==> config.mk <==
export PLATFORM = sky130hd
export DESIGN_NAME = btb_update_queue
export DESIGN_NICKNAME = d
export VERILOG_FILES = /design/src/rtl/btb_update_queue_pkg.sv /design/src/rtl/btb_update_queue_fifo.sv /design/src/rtl/btb_update_queue.sv
export SDC_FILE = /design/constraint.sdc
export NUM_CORES = 2
export LEC_CHECK = 0
export BUFFER_PORTS_ARGS = -buffer_cell sky130_fd_sc_hd__buf_2
export CAP_MARGIN = 20
export CORE_ASPECT_RATIO = 1.4
export CORE_UTILIZATION = 30
export CTS_CLUSTER_DIAMETER = 200
export CTS_CLUSTER_SIZE = 14
export DETAILED_ROUTE_END_ITERATION = 8
export PLACE_DENSITY = 0.51
export SYNTH_ARGS = -nofsm -noshare
export SYNTH_HDL_FRONTEND = slang
export SYNTH_SLANG_ARGS = --single-unit
export TNS_END_PERCENT = 100
==> constraint.sdc <==
create_clock -name clk -period 9.9 [get_ports clk]
set_input_delay 0.99 -clock clk [delete_from_list [all_inputs] [get_ports clk]]
set_output_delay 0.99 -clock clk [all_outputs]
set_load 0.01 [all_outputs]
==> src/rtl/btb_update_queue_pkg.sv <==
// Shared types for the BTB training path: commit-side resolved branches,
// BTB write records and the queue entry format.
package btb_update_queue_pkg;

    typedef enum logic [2:0] {
        CF_NONE,
        CF_BRANCH,
        CF_JUMP,
        CF_CALL,
        CF_RETURN,
        CF_JUMP_REG
    } cf_t;

    typedef struct packed {
        logic        valid;
        logic [31:0] pc;
        logic [31:0] target;
        cf_t         cf;
        logic        mispredict;
    } resolved_branch_t;

    typedef struct packed {
        logic        valid;
        logic [31:0] pc;
        logic [31:0] target;
        cf_t         cf;
    } btb_update_t;

    typedef struct packed {
        logic [31:0] pc;
        logic [31:0] target;
        cf_t         cf;
    } btb_entry_t;

    // BTB entries are word-indexed, so two PCs alias when bits [31:2] agree.
    function automatic logic same_line(input logic [31:0] a, input logic [31:0] b);
        return a[31:2] == b[31:2];
    endfunction

    function automatic btb_entry_t to_entry(input resolved_branch_t r);
        btb_entry_t e;
        e.pc     = r.pc;
        e.target = r.target;
        e.cf     = r.cf;
        return e;
    endfunction

endpackage

==> src/rtl/btb_update_queue_fifo.sv <==
// Circular FIFO with a 2-wide ordered push, 1-wide pop and in-place
// overwrite of the most recently written entry.
module sync_fifo_overwrite #(
    parameter int  DEPTH = 8,
    parameter type dtype = logic [7:0]
) (
    input  logic                       clk,
    input  logic                       rst,
    input  logic [1:0]                 push,
    input  dtype                       push_data0,
    input  dtype                       push_data1,
    input  logic                       ovr,
    input  dtype                       ovr_data,
    input  logic                       pop,
    output dtype                       head_data,
    output dtype                       tail_data,
    output logic [$clog2(DEPTH):0]     count
);

    localparam int AW = $clog2(DEPTH);
    localparam int CW = AW + 1;

    dtype          mem [DEPTH];
    logic [AW-1:0] head;
    logic [AW-1:0] tail;
    logic [AW-1:0] tail_last;

    assign tail_last = tail - AW'(1);
    assign head_data = mem[head];
    assign tail_data = mem[tail_last];

    always_ff @(posedge clk) begin
        if (rst) begin
            head  <= '0;
            tail  <= '0;
            count <= '0;
        end else begin
            head  <= head + AW'(pop);
            tail  <= tail + AW'(push[0]) + AW'(push[1]);
            count <= count + CW'(push[0]) + CW'(push[1]) - CW'(pop);
        end
    end

    // Storage is not reset; writes are suppressed in the reset cycle so a
    // mid-stream reset leaves nothing half-written.
    always_ff @(posedge clk) begin
        if (!rst) begin
            if (ovr)
                mem[tail_last] <= ovr_data;
            if (push[0])
                mem[tail] <= push_data0;
            if (push[1])
                mem[tail + AW'(push[0])] <= push_data1;
        end
    end

endmodule

==> src/rtl/btb_update_queue.sv <==
// Filters committed mispredicts into BTB write requests, merges aliasing
// updates, and drains one write per cycle when the BTB is ready.
module btb_update_queue
    import btb_update_queue_pkg::*;
#(
    parameter int DEPTH      = 8,
    parameter int DROP_CNT_W = 16
) (
    input  logic                       clk,
    input  logic                       rst,
    input  resolved_branch_t [1:0]     resolved,
    input  logic                       btb_ready,
    output btb_update_t                update,
    output logic                       queue_empty,
    output logic [DROP_CNT_W-1:0]      drop_count
);

    localparam int CW = $clog2(DEPTH) + 1;

    logic [CW-1:0]     count;
    logic [CW-1:0]     free0;
    logic [CW-1:0]     free1;
    btb_entry_t        head_e;
    btb_entry_t        tail_e;
    btb_entry_t        ovr_data;
    logic [1:0]        push;
    logic              ovr;
    logic              pop;
    logic              cand0;
    logic              cand1;
    logic              c0;
    logic              tail_live;
    logic              hit0;
    logic              hit1;
    logic              last_live;
    logic [31:0]       last_pc;
    logic              drop0;
    logic              drop1;
    logic [DROP_CNT_W:0] drop_sum;

    always_comb begin
        push     = '0;
        ovr      = 1'b0;
        ovr_data = tail_e;
        drop0    = 1'b0;
        drop1    = 1'b0;

        pop   = (count != '0) && btb_ready;
        cand0 = resolved[0].valid && resolved[0].mispredict;
        cand1 = resolved[1].valid && resolved[1].mispredict;
        c0    = cand0 && !(cand1 && same_line(resolved[0].pc, resolved[1].pc));

        // An entry being popped this cycle is leaving and cannot absorb a merge.
        tail_live = count > CW'(pop);
        free0     = CW'(DEPTH) - count + CW'(pop);

        hit0 = c0 && tail_live && same_line(resolved[0].pc, tail_e.pc);
        if (hit0) begin
            ovr             = 1'b1;
            ovr_data.target = resolved[0].target;
            ovr_data.cf     = resolved[0].cf;
        end else if (c0) begin
            if (free0 != '0) push[0] = 1'b1;
            else             drop0   = 1'b1;
        end

        // Slot 1 sees slot 0's effect on the tail; a slot-0 push can never
        // alias slot 1 because same-line pairs already suppressed slot 0.
        last_pc   = push[0] ? resolved[0].pc : tail_e.pc;
        last_live = tail_live || push[0];
        free1     = free0 - CW'(push[0]);

        hit1 = cand1 && last_live && same_line(resolved[1].pc, last_pc);
        if (hit1) begin
            ovr             = 1'b1;
            ovr_data.target = resolved[1].target;
            ovr_data.cf     = resolved[1].cf;
        end else if (cand1) begin
            if (free1 != '0) push[1] = 1'b1;
            else             drop1   = 1'b1;
        end
    end

    sync_fifo_overwrite #(
        .DEPTH (DEPTH),
        .dtype (btb_entry_t)
    ) u_fifo (
        .clk        (clk),
        .rst        (rst),
        .push       (push),
        .push_data0 (to_entry(resolved[0])),
        .push_data1 (to_entry(resolved[1])),
        .ovr        (ovr),
        .ovr_data   (ovr_data),
        .pop        (pop),
        .head_data  (head_e),
        .tail_data  (tail_e),
        .count      (count)
    );

    assign drop_sum = {1'b0, drop_count} + (DROP_CNT_W+1)'(drop0) + (DROP_CNT_W+1)'(drop1);

    always_ff @(posedge clk) begin
        if (rst)
            drop_count <= '0;
        else if (drop_sum[DROP_CNT_W])
            drop_count <= '1;
        else
            drop_count <= drop_sum[DROP_CNT_W-1:0];
    end

    assign queue_empty = (count == '0);

    always_comb begin
        update       = '0;
        update.valid = pop;
        if (!queue_empty) begin
            update.pc     = head_e.pc;
            update.target = head_e.target;
            update.cf     = head_e.cf;
        end
    end

endmodule

======== After elaboration in Yosys (flattened, before gate mapping) ========
Memories as Yosys holds them, arrays and structs flattened. A register that Yosys moved wholly into a read port is not among the register bits.
Cells that the tools add are included.
operators by class
  add/subtract/negate cells ............... 12
  magnitude comparators ................... 1
  equality and inequality tests ........... 3
  muxes and demuxes ....................... 32
  reduce and logical (&&, ||, !) cells .... 16
operator list
  kind                                               count
  2-to-1 mux 67 bit                                  2
  equality test 30 bit                               3
  2-to-1 mux 35 bit                                  2
  OR reduction 67 bit                                1
  2-to-1 mux 32 bit                                  1
  2-to-1 mux 1 bit                                   24
  adder 16 x 1 -> 17 bit                             1
  adder 17 x 1 -> 17 bit                             1
  2-to-1 mux 16 bit                                  1
  adder 4 x 1 -> 4 bit                               3
  nonzero test 4 bit                                 3
  adder 3 x 1 -> 3 bit                               3
  logical AND 1 bit                                  9
  subtractor 4 x 1 -> 4 bit                          2
  2-to-1 mux 3 bit                                   2
  > comparator 4 x 1 -> 1 bit                        1
  zero test 4 bit                                    1
  subtractor 4 bit (first input constant)            1
  subtractor 3 x 1 -> 3 bit (second input constant)  1
  zero test 1 bit                                    1
  logical OR 1 bit                                   1
storage, ports and cells
  flip-flop bits (word level) ............. 26
  RAM bits ................................ 536
  input bits .............................. 141
  output and inout port bits .............. 85
  logic and storage cells ................. 69
  memories ................................ 1
memory list
  memory      words  bits a word  rd ports  clocked after memory_dff  wr ports  RTL line                     source
  u_fifo.mem  8      67           2         1                         2         btb_update_queue_fifo.sv:23  dtype mem [DEPTH];

======== Depth between registers and ports, before layout ========
  word-level depth ........................ 15
  mapped depth ............................ 35

======== Cells and area by module ========
Synthesis repeated with hierarchy kept, for this count alone.
second synthesis, totals
  cell total of the unflattened synthesis .. 4308
  area, all modules ....................... 39984.6 um2
modules (own cells, without submodules)
  module               times used  cells each  area an instance (um2)
  sync_fifo_overwrite  1           3838        36130.9
  btb_update_queue     1           470         3853.7

======== Worst setup path before layout ========
No wires, ideal clock.
  path type ............................... flip-flop to flip-flop
  from .................................... register u_fifo.tail[0]
  to ...................................... memory u_fifo.mem[2][0] in the netlist's numbering, enable pin
  setup time .............................. 0.506 ns
  arrival ................................. 8.835 ns
  data required time ...................... 9.394 ns
  setup slack ............................. 0.560 ns
  cell stages (with the launch flop) ...... 23
  path buffers ............................ 7
  path through ............................ dfxtp_1 > buf_2 > clkinv_1 > buf_1 > clkbuf_1 > ha_1 > xor2_4 > buf_2 > buf_2 > mux2i_1 > xor2_1 > a21oi_1 > or4_1 > nor4_1 > a21o_4 > inv_2 > or3_1 > a32oi_1 > nand4b_1 > buf_2 > buf_2 > o31a_1 > o21bai_1
RTL lines
  what                    RTL line                     source
  from (decl)             btb_update_queue_fifo.sv:25  logic [AW-1:0] tail;
  from (signal assigned)  btb_update_queue_fifo.sv:39  tail <= tail + AW'(push[0]) + AW'(push[1]);
  to (decl)               btb_update_queue_fifo.sv:23

==> impl_metrics.sql <==
INSERT INTO impl_metrics (metric_group, metric, value, unit) VALUES
('outcome', 'run_status', 'complete, no violations', ''),
('synth', 'ys.warnings.count', '0', ''),
('die', 'start_util', '30.3', '%'),
('cts', 'postCtsSetupBuffers', '0', ''),
('final_layout', 'layout.cells.most_common_list', 'edfxtp_1 (536), mux4_2 (254), o22a_1 (247)', ''),
('worst_setup_path', 'crit_path_max_fanout', '48', ''),
('cts', 'clk-insertion-delay-late', '0.65', 'ns'),
('cts', 'clk_pin_slew', '0.07', 'ns'),
('timing', 'tightestPinTransition', '1.12', 'ns'),
('timing', 'setup-violations-final', '0', ''),
('place', 'post-dp-hpwl', '80.5', 'mm'),
('synth', 'synth.cell_area', '0.0353', 'mm2'),
('final_layout', 'layoutNonFillerInstCount', '4076', ''),
('worst_setup_path', 'worstPathBufferInverterCount', '4', ''),
('worst_setup_path', 'setup.worst_path.start', 'u_fifo.tail[0]', ''),
('cts', 'clock_sink_count', '562', ''),
('worst_setup_path', 'worst_ep_arrival_time', '8.69', 'ns'),
('synth', 'async_set_or_reset_flop_fraction_in_the_synthesized_netlist', '0', '%'),
('place', 'place.gp.congestion', '0.902', ''),
('final_layout', 'syn_to_final_growth', '11.2', '%'),
('route', 'viasPerCell', '5.84', ''),
('final_layout', 'final_design_area_no_fill', '0.0392', 'mm2'),
('timing', 'report.final.slew_viol_count', '0', ''),
('timing', 'slew_headroom', '25.1', '%'),
('global_route', 'gr_util_all_layers', '21.1', '%'),
('timing', 'min_period_over_period', '85.0', '%'),
('timing', 'whs', '0.597', 'ns'),
('final_layout', 'drive_above_1_share', '32.2', '%'),
('timing', 'fin_crit', '8.42', 'ns'),
('global_route', 'overflow', '0', ''),
('global_route', 'global_route_wire_length_before_repair', '183', 'mm'),
('pwr', 'power_density', '344', 'mW/mm2'),
('global_route', 'antenna_found_initial', '45', ''),
('worst_setup_path', 'critPathLaunchType', 'flip-flop', ''),
('pwr', 'total_power', '13.5', 'mW'),
('place', 'place_area', '0.0379', 'mm2'),
('route', 'dr_total_vias', '23821', ''),
('route', 'detail_route.iter0.violations', '2333', ''),
('worst_setup_path', 'critical_path.endpoint_type', 'flip-flop', ''),
('pwr', 'power_leakage', '12.6', 'nW'),
('route', 'detail_route.wl_per_cell', '31.4', 'um'),
('worst_hold_path', 'type_of_the_most_critical_hold_path', 'reg2reg', ''),
('place', 'dp_worst_setup_slack', '1.50', 'ns'),
('cts', 'tritoncts.num_buffers', '46', ''),
('final_layout', 'mostFrequentLayoutCell', 'edfxtp_1', ''),
('cts', 'cts_resized', '0', ''),
('timing', 'fin_skew', '0.0418', 'ns'),
('global_route', 'grt_start_max_net_pins', '97', ''),
('global_route', 'first_global_vias', '25518', ''),
('worst_hold_path', 'min-delay-start', 'drop_count[11]', ''),
('synth', 'synthCells', '2467', ''),
('synth', 'synthesis_stage_register_bit_count', '562', ''),
('cts', 'htree_num_levels', '2', ''),
('die', 'design.core.area', '0.116', 'mm2'),
('cts', 'clk_root_buffer_cell', 'clkbuf_16', ''),
('die', 'placement_rows', '148', ''),
('die', 'io-pin-count', '226', ''),
('final_layout', 'fin_nets', '2692', ''),
('die', 'die_height', '408', 'um'),
('worst_setup_path', 'crit_chain', 'clkinv_1 -> ha_4 -> xor2_4 -> buf_4 -> mux4_2 -> xnor2_1 -> o2111ai_1 -> or4_4 -> nor4_4 -> a21o_4 -> inv_2 -> or3_1 -> a32oi_1 -> nand4b_1 -> o31a_1 -> o21ai_4 -> buf_12', ''),
('cts', 'cts_tree', 'built', ''),
('synth', 'ys.flop_type', 'edfxtp_1', ''),
('worst_setup_path', 'r2r_start', 'u_fifo.tail[0]', ''),
('worst_setup_path', 'largest_stage_delay_on_the_critical_path', '0.86', 'ns'),
('worst_setup_path', 'setup.worst_path.class', 'reg2reg', ''),
('route', 'antenna_left', '0', ''),
('place', 'port-buffer-count', '225', ''),
('worst_setup_path', 'critical-path-slowest-cell', 'o21ai_4', ''),
('synth', 'mean_cell_area_of_the_mapped_netlist', '14.3', 'um2'),
('timing', 'max_freq', '119', 'MHz'),
('synth', 'mappedNetlistNets', '2625', '');
kinds of logic (layout without fill, tap and decap cells):
logic type	after synthesis	count (layout)	synth area share [%]
AND/OR/NAND/NOR	323	323	4.40
other	0	11	0
multiplexers	694	694	29.6
adder cells (fa/ha/maj)	17	17	0.667
AO/OA/AOI/OAI	462	462	11.5
flip-flops	562	562	47.1
XOR/XNOR	109	109	2.78
buffers and inverters	300	398	3.90
Yosys cell counts (4+ instances only):
cell	n	area share (%)
buf_6	13	0.42
o21ba_1	30	0.85
a31oi_4	29	1.7
xor2_1	36	0.89
o21ai_1	11	0.16
buf_1	77	0.82
mux2i_1	182	5.2
o21bai_1	4	0.085
and3_1	21	0.37
o2111ai_1	4	0.099
nor2b_1	14	0.25
o22a_1	247	6.1
mux2_2	141	4.5
buf_4	17	0.36
o21ai_0	7	0.099
nand4_1	11	0.20
mux4_2	254	16
xnor2_1	71	1.8
nand2_1	35	0.37
o21ba_2	5	0.14
nor4_1	11	0.20
clkbuf_1	103	1.1
nand2b_1	7	0.12
nand3_1	25	0.35
a31oi_2	6	0.21
dfxtp_1	26	1.5
a21oi_1	86	1.2
o22ai_1	4	0.071
inv_1	18	0.19
a31oi_1	6	0.11
edfxtp_1	536	46
nor2_1	163	1.7
buf_2	70	0.99
nand3_2	5	0.14
and2_1	8	0.14
ha_1	14	0.50
or3_1	5	0.089
mux2_1	117	3.7
nor4b_1	4	0.099
cell type report:
cell class                 count  area (um2)
antenna                       11        27.5
clock buffer                  75        1260
clock inverter                 4        72.6
fill                       11308       77300
inverter                      20        75.1
multi-input combinational   1605       17500
sequential                   562       16600
tap                         1500        1880
timing repair buffer         299        1810
flip-flops by register name (all words and copies together) (netlist names):
| signal | cells |
|---|---|
| u_fifo.mem | 536 |
| drop_count | 16 |
| u_fifo.count | 4 |
| u_fifo.head | 3 |
| u_fifo.tail | 3 |
where the power goes:
| group | switching [mW] | total [mW] | internal [mW] |
|---|---|---|---|
| Clock | 0.925 | 1.80 | 0.880 |
| Sequential | 0.185 | 3.84 | 3.65 |
| Combinational | 4.02 | 7.83 | 3.81 |
worst min-delay path, stage by stage (launching register included):
cell and delay [ns]:
dfxtp_1 0.33, xor2_1 0.15, a21oi_1 0.07
worst paths after layout:
check,end,slack [ns],cells after the start
hold reg to reg,drop_count[11],0.60,2
setup reg to reg,u_fifo.mem[0][59],1.48,17
hold / removal,drop_count[11],0.60,2
setup / recovery,u_fifo.mem[0][59],1.48,17
per-layer routing:
metal	track usage, %	share of wire (%)	up-vias
met5	0	0.16	-
met4	7.61	3.6	30
met3	4.06	6.8	269
met2	37.5	51	1031
met1	25.2	38	12449
li1	-	-	10042
No activity file was read; power rests on OpenSTA's default activity.
